<file path="src/rtl/hv_owt_tx_ctrl.sv">
// hv_owt_tx_ctrl -- one-wire Manchester frame transmitter.
//
// Sends one frame per accepted request:
//   sync head (OWT_SYNC_BIT_NUM Manchester zeros), sync tail (1,1,0,0),
//   cmd byte, data byte (left out for the short read frame cmd == 8'h1F),
//   CRC-8 (poly 0x07, init 0x00) over cmd[+data], end tail (1,1,0,0),
//   then OWT_GAP_HALF_NUM idle-low half-bits before the next request can be taken.
// Each half-bit lasts OWT_EXT_CYC_NUM clock cycles. Manchester zero is low->high
// and Manchester one is high->low.
//
// Ports:
//   i_clk          block clock, rising edge
//   i_rst          synchronous active-high reset
//   i_tx_vld       frame request
//   o_tx_rdy       request accepted when high together with i_tx_vld
//   i_tx_cmd       command byte (bit7 = 1 write, 0 read)
//   i_tx_data      data byte
//   o_hv_lv_owt_tx registered one-wire line
//   o_tx_busy      frame or gap in progress
//   o_tx_done      one-cycle pulse when the end tail completes
module hv_owt_tx_ctrl #(
    parameter int OWT_EXT_CYC_NUM  = 4,
    parameter int OWT_SYNC_BIT_NUM = 12,
    parameter int OWT_GAP_HALF_NUM = 4
) (
    input  logic       i_clk,
    input  logic       i_rst,
    input  logic       i_tx_vld,
    output logic       o_tx_rdy,
    input  logic [7:0] i_tx_cmd,
    input  logic [7:0] i_tx_data,
    output logic       o_hv_lv_owt_tx,
    output logic       o_tx_busy,
    output logic       o_tx_done
);

    localparam int CYC_W  = (OWT_EXT_CYC_NUM > 1) ? $clog2(OWT_EXT_CYC_NUM) : 1;
    localparam int HALF_W = 16;
    localparam logic [CYC_W-1:0] CYC_LAST = CYC_W'(OWT_EXT_CYC_NUM - 1);

    typedef enum logic [2:0] {
        IDLE      = 3'd0,
        SYNC_HEAD = 3'd1,
        SYNC_TAIL = 3'd2,
        CMD       = 3'd3,
        DATA      = 3'd4,
        CRC       = 3'd5,
        END_TAIL  = 3'd6,
        GAP       = 3'd7
    } state_t;

    state_t              state, state_n;
    logic [CYC_W-1:0]    cyc_cnt, cyc_cnt_n;
    logic [HALF_W-1:0]   half_cnt, half_cnt_n;
    logic [7:0]          cmd_q, cmd_n;
    logic [7:0]          data_q, data_n;
    logic [7:0]          crc_q, crc_n;
    logic                line_q, line_n;
    logic                done_q, done_n;

    // CRC-8, poly 0x07, MSB first, folded over one byte.
    function automatic logic [7:0] crc8_byte(input logic [7:0] crc_in, input logic [7:0] b);
        logic [7:0] c;
        logic       fb;
        c = crc_in;
        for (int i = 7; i >= 0; i--) begin
            fb = c[7] ^ b[i];
            c  = {c[6:0], 1'b0} ^ (fb ? 8'h07 : 8'h00);
        end
        return c;
    endfunction

    function automatic logic is_short(input logic [7:0] c);
        return (c[7] == 1'b0) && (c[6:0] == 7'h1F);
    endfunction

    // Index of the last half-bit of each state.
    function automatic logic [HALF_W-1:0] half_last(input state_t s);
        case (s)
            SYNC_HEAD:          return HALF_W'(2 * OWT_SYNC_BIT_NUM - 1);
            SYNC_TAIL, END_TAIL: return HALF_W'(3);
            CMD, DATA, CRC:     return HALF_W'(15);
            GAP:                return HALF_W'(OWT_GAP_HALF_NUM - 1);
            default:            return '0;
        endcase
    endfunction

    // Line level for a given half-bit. For a Manchester bit b the first half
    // is b and the second half is ~b, i.e. level = b ^ phase.
    function automatic logic half_level(input state_t s, input logic [HALF_W-1:0] h,
                                        input logic [7:0] c, input logic [7:0] d,
                                        input logic [7:0] r);
        logic [2:0] idx;
        idx = 3'd7 - h[3:1];
        case (s)
            SYNC_HEAD:           return h[0];
            SYNC_TAIL, END_TAIL: return ~h[1];
            CMD:                 return c[idx] ^ h[0];
            DATA:                return d[idx] ^ h[0];
            CRC:                 return r[idx] ^ h[0];
            default:             return 1'b0;
        endcase
    endfunction

    function automatic state_t state_after(input state_t s, input logic [7:0] c);
        case (s)
            SYNC_HEAD: return SYNC_TAIL;
            SYNC_TAIL: return CMD;
            CMD:       return is_short(c) ? CRC : DATA;
            DATA:      return CRC;
            CRC:       return END_TAIL;
            END_TAIL:  return GAP;
            default:   return IDLE;
        endcase
    endfunction

    always_ff @(posedge i_clk) begin
        if (i_rst) begin
            state    <= IDLE;
            cyc_cnt  <= '0;
            half_cnt <= '0;
            cmd_q    <= 8'h00;
            data_q   <= 8'h00;
            crc_q    <= 8'h00;
            line_q   <= 1'b0;
            done_q   <= 1'b0;
        end else begin
            state    <= state_n;
            cyc_cnt  <= cyc_cnt_n;
            half_cnt <= half_cnt_n;
            cmd_q    <= cmd_n;
            data_q   <= data_n;
            crc_q    <= crc_n;
            line_q   <= line_n;
            done_q   <= done_n;
        end
    end

    always_comb begin
        state_n    = state;
        cyc_cnt_n  = cyc_cnt;
        half_cnt_n = half_cnt;
        cmd_n      = cmd_q;
        data_n     = data_q;
        crc_n      = crc_q;
        done_n     = 1'b0;

        if (state == IDLE) begin
            cyc_cnt_n  = '0;
            half_cnt_n = '0;
            if (i_tx_vld) begin
                state_n = SYNC_HEAD;
                cmd_n   = i_tx_cmd;
                data_n  = i_tx_data;
                // The whole CRC is known at acceptance, so it is computed once here.
                crc_n   = is_short(i_tx_cmd) ? crc8_byte(8'h00, i_tx_cmd)
                                             : crc8_byte(crc8_byte(8'h00, i_tx_cmd), i_tx_data);
            end
        end else if (cyc_cnt == CYC_LAST) begin
            cyc_cnt_n = '0;
            if (half_cnt == half_last(state)) begin
                half_cnt_n = '0;
                state_n    = state_after(state, cmd_q);
                done_n     = (state == END_TAIL);
            end else begin
                half_cnt_n = half_cnt + 1'b1;
            end
        end else begin
            cyc_cnt_n = cyc_cnt + 1'b1;
        end

        // The line register is loaded with the level of the half-bit that starts
        // next cycle, so state changes never leave a one-cycle bubble.
        line_n = half_level(state_n, half_cnt_n, cmd_n, data_n, crc_n);
    end

    assign o_hv_lv_owt_tx = line_q;
    assign o_tx_done      = done_q;
    assign o_tx_busy      = (state != IDLE);
    assign o_tx_rdy       = (state == IDLE) && !i_rst;

endmodule

</file>
<file path="config.mk">
export PLATFORM = sky130hd
export DESIGN_NAME = hv_owt_tx_ctrl
export DESIGN_NICKNAME = d
export VERILOG_FILES = /design/src/rtl/hv_owt_tx_ctrl.sv
export SDC_FILE = /design/constraint.sdc
export NUM_CORES = 1
export LEC_CHECK = 0
export ABC_AREA = 1
export CAP_MARGIN = 25
export CORE_ASPECT_RATIO = 0.7
export CORE_MARGIN = 3
export CORE_UTILIZATION = 37
export DETAILED_ROUTE_END_ITERATION = 12
export PLACE_DENSITY_LB_ADDON = 0.15
export SLEW_MARGIN = 10
export SYNTH_ARGS = -nofsm -noshare
export SYNTH_HDL_FRONTEND = slang
export SYNTH_SLANG_ARGS = --single-unit
</file>
<file path="constraint.sdc">
create_clock -name i_clk -period 2.6 [get_ports i_clk]
set_input_delay 0.26 -clock i_clk [delete_from_list [all_inputs] [get_ports i_clk]]
set_output_delay 0.26 -clock i_clk [all_outputs]
set_load 0.05 [all_outputs]
</file>
==> flow_summary.ini <==
[routing]
drc = 0
via_per_inst = 4.86
via_count = 3503
wl_per_cell_um = 13.2
firstDrtPassIters = 4
ant_nets = 0
drt_iter0_drc = 286
finalWirelength_um = 9490

[cells_and_area]
post-route-util_pct = 51.3
finalNonFillerCells = 721
drive_gt1_share_pct = 21.6
seq_area_um2 = 947
num-fill-cells = 874
nets = 623
syn2layout_area_growth_pct = 33.5
diodes = 0
multi_input_area_um2 = 2150

[synthesis]
synthesis.area_um2 = 3270
yosys-top-cells-area = dfxtp_1 29%, nand2_1 18%, nand3_1 8.1%, inv_1 7.3%, nor2_1 6.3%
synth_seq_area_share_pct = 28.8
syn_inst = 524
synthFlopType = dfxtp_1
synth_seq_cells = 47
async_flop_share_pct = 0
synth-edff-count = 0
yosysWarnings = 0
synth.avg_cell_area_um2 = 6.24
synth_top_area_share_pct = 28.8
synth_nets = 547
synth_top_area_cell = dfxtp_1
ys_types = 42

[clocking]
ctsHtreeMaxLevel = 2
clockBufferDepth = 2
root_buffer = clkbuf_16
clk_pin_slew_worst_paths_ns = 0.06
cts_made_buffers = 5
cts.sinks = 47
cts_tree = yes
clock_latency_ns = 0.30

[placement]
dp.cells = 701
globalplace.congestion = 0.863
place_hpwl_um = 7380
io_buffers = 22

[critical_path]
endpoint_kind = register
worst-path-stages = 16
path_buf_inv = 5
cp_cell_sequence = inv_4, nand2_4, nor2_4, clkinv_4, nor2_4, clkinvlp_4, buf_4, o21ai_0, inv_1, o211ai_1, nand3_1, nand3_2, nand2_1, nand2_1, nand3_2, a21oi_2
slowest_stage = dfxtp_4
path_class = register to register
critPathMaxStageDelay_ns = 0.37
required_ns = 2.83
reg2regPathDepth = 16
worst-path-max-fanout = 15
cp_top_family = simple AND/OR/NAND/NOR gates
crit_arrival_ns = 2.72
start_kind = register

[floorplan]
ios = 23
core_area_um2 = 8510
die_w_um = 118
die_h_um = 84.7
rows = 28
die-area_um2 = 10000
initial_utilization_pct = 38.4

[power]
p_per_area_nw_per_um2 = 478
ir_drop_mv = 0.237
total_power_uw = 2090
power.leakage_uw = 0.00200

[sta]
hold_ws_ns = 0.428
slew_viol_final = 0
post-route-min-period_ns = 2.48
setup_violations = 0
maxSlewHeadroom_pct = 66.5
hold_viol_final = 0
final.period_utilization_pct = 95.6
max_freq_mhz = 402
grt_setup_unrepaired = true
worst_slew_pin_slew_ns = 0.501
skew_ns = 0.00620

[global_route]
grt_max_degree = 34
met1_usage_pct = 32.1
gr-usage-met3_pct = 3.77
use_met2_pct = 24.0
grt_overflow = 0
antenna_found_initial = 0
grt_pass1_vias = 3048
grt_pass1_wl_um = 15400
globalRouteTotalUtil_pct = 19.0
busiest_layer = met1

[min_path]
min_path_type = register to register
min_path_cells = 1

[run_status]
outcome = finished, final reports clean

[job]
cap_violations = 0
## cell families after synthesis
family	count (synthesis)	synth area share [%]
xor+xnor	19	5.32
mux	2	0.612
simple gates	316	44.5
fa+ha+maj	4	1.53
flops	47	28.8
buf+inv	82	9.87
compound gates	54	9.45
## per-stage QoR
stage | TNS, ns | worst slack, ns | cell area (µm²)
after floorplan | 0 | 0.372 | 3270
after global placement | -0.294 | -0.176 | 3950
after detailed placement | -0.394 | -0.240 | 3950
after CTS | 0 | 0.0596 | 4110
after global routing | -0.134 | -0.134 | 4370
final | 0 | 0.115 | 4370
## layer usage
layer	share of wire, %	up-vias
met5	0	-
met4	0.70	0
met3	5.3	8
met2	38	64
met1	56	1604
li1	-	1827
## cells in the final DEF, fill, tap and decap left out, types with 3 or more instances in the layout
master,synthesis,routed
nand2_1,157,142
inv_1,64,60
buf_4,0,56
nor2_1,55,53
nand3_1,53,51
dfxtp_1,47,44
clkdlybuf4s50_1,0,19
o21ai_0,19,18
a21oi_1,18,18
nand2_2,6,17
nor3_1,15,14
xor2_1,14,12
nand2_4,3,7
nand4_1,6,6
o211ai_1,6,6
inv_2,5,5
nor4_1,5,5
clkbuf_16,0,5
nor2_4,4,4
a211oi_1,4,4
inv_4,1,3
nor2_2,1,3
o21ai_1,2,3
nand3_2,3,3
nand3_4,1,3
xnor2_1,4,3
ha_1,4,3
## sequential cells by signal, summed over array words and instances (netlist names)
name            flops
half_cnt           16
cmd_q               8
crc_q               8
data_q              8
state               3
cyc_cnt             2
o_hv_lv_owt_tx      1
o_tx_done           1
## final timing paths
kind,from,to,slack (ns)
setup reg to reg,state[1],o_hv_lv_owt_tx,0.12
hold / removal,cyc_cnt[0],cyc_cnt[0],0.43
setup / recovery,state[1],o_hv_lv_owt_tx,0.12
hold reg to reg,cyc_cnt[0],cyc_cnt[0],0.43
## cell type report
| type | instances | share of cell area, % |
|---|---|---|
| inverter | 72 | 6.59 |
| sequential | 47 | 21.7 |
| multi-input combinational | 395 | 49.1 |
| tap | 120 | 3.44 |
| clock inverter | 1 | 0.172 |
| clock buffer | 7 | 3.50 |
| timing repair buffer | 79 | 15.5 |
## cells in the mapped netlist (2+ instances only)
master,instances
dfxtp_1,47
inv_2,5
nor2_4,4
or2_2,2
nand2_2,6
inv_1,64
nand2_4,3
nand3_1,53
nand4_1,6
nor3_1,15
buf_2,3
xor2_1,14
a21oi_1,18
nor2_1,55
ha_1,4
a211oi_1,4
xnor2_1,4
o21ai_0,19
nor4_1,5
o211ai_1,6
nand2_1,157
and3_1,2
nand3_2,3
mux2i_1,2
o21ai_1,2
clkbuf_1,5
## timing repair
action,CTS,global route
endpoints found under the setup margin,0,3
gates resized for setup,0,46
hold buffers,0,0
buffers inserted,0,12
## power breakdown
group	switching, µW	internal, µW	leakage (µW)
clock network	290	409	0.0000761
registers	19.5	758	0.000386
logic	340	271	0.00154
total	650	1440	0.00200
No activity file was read; power rests on OpenSTA's default activity.
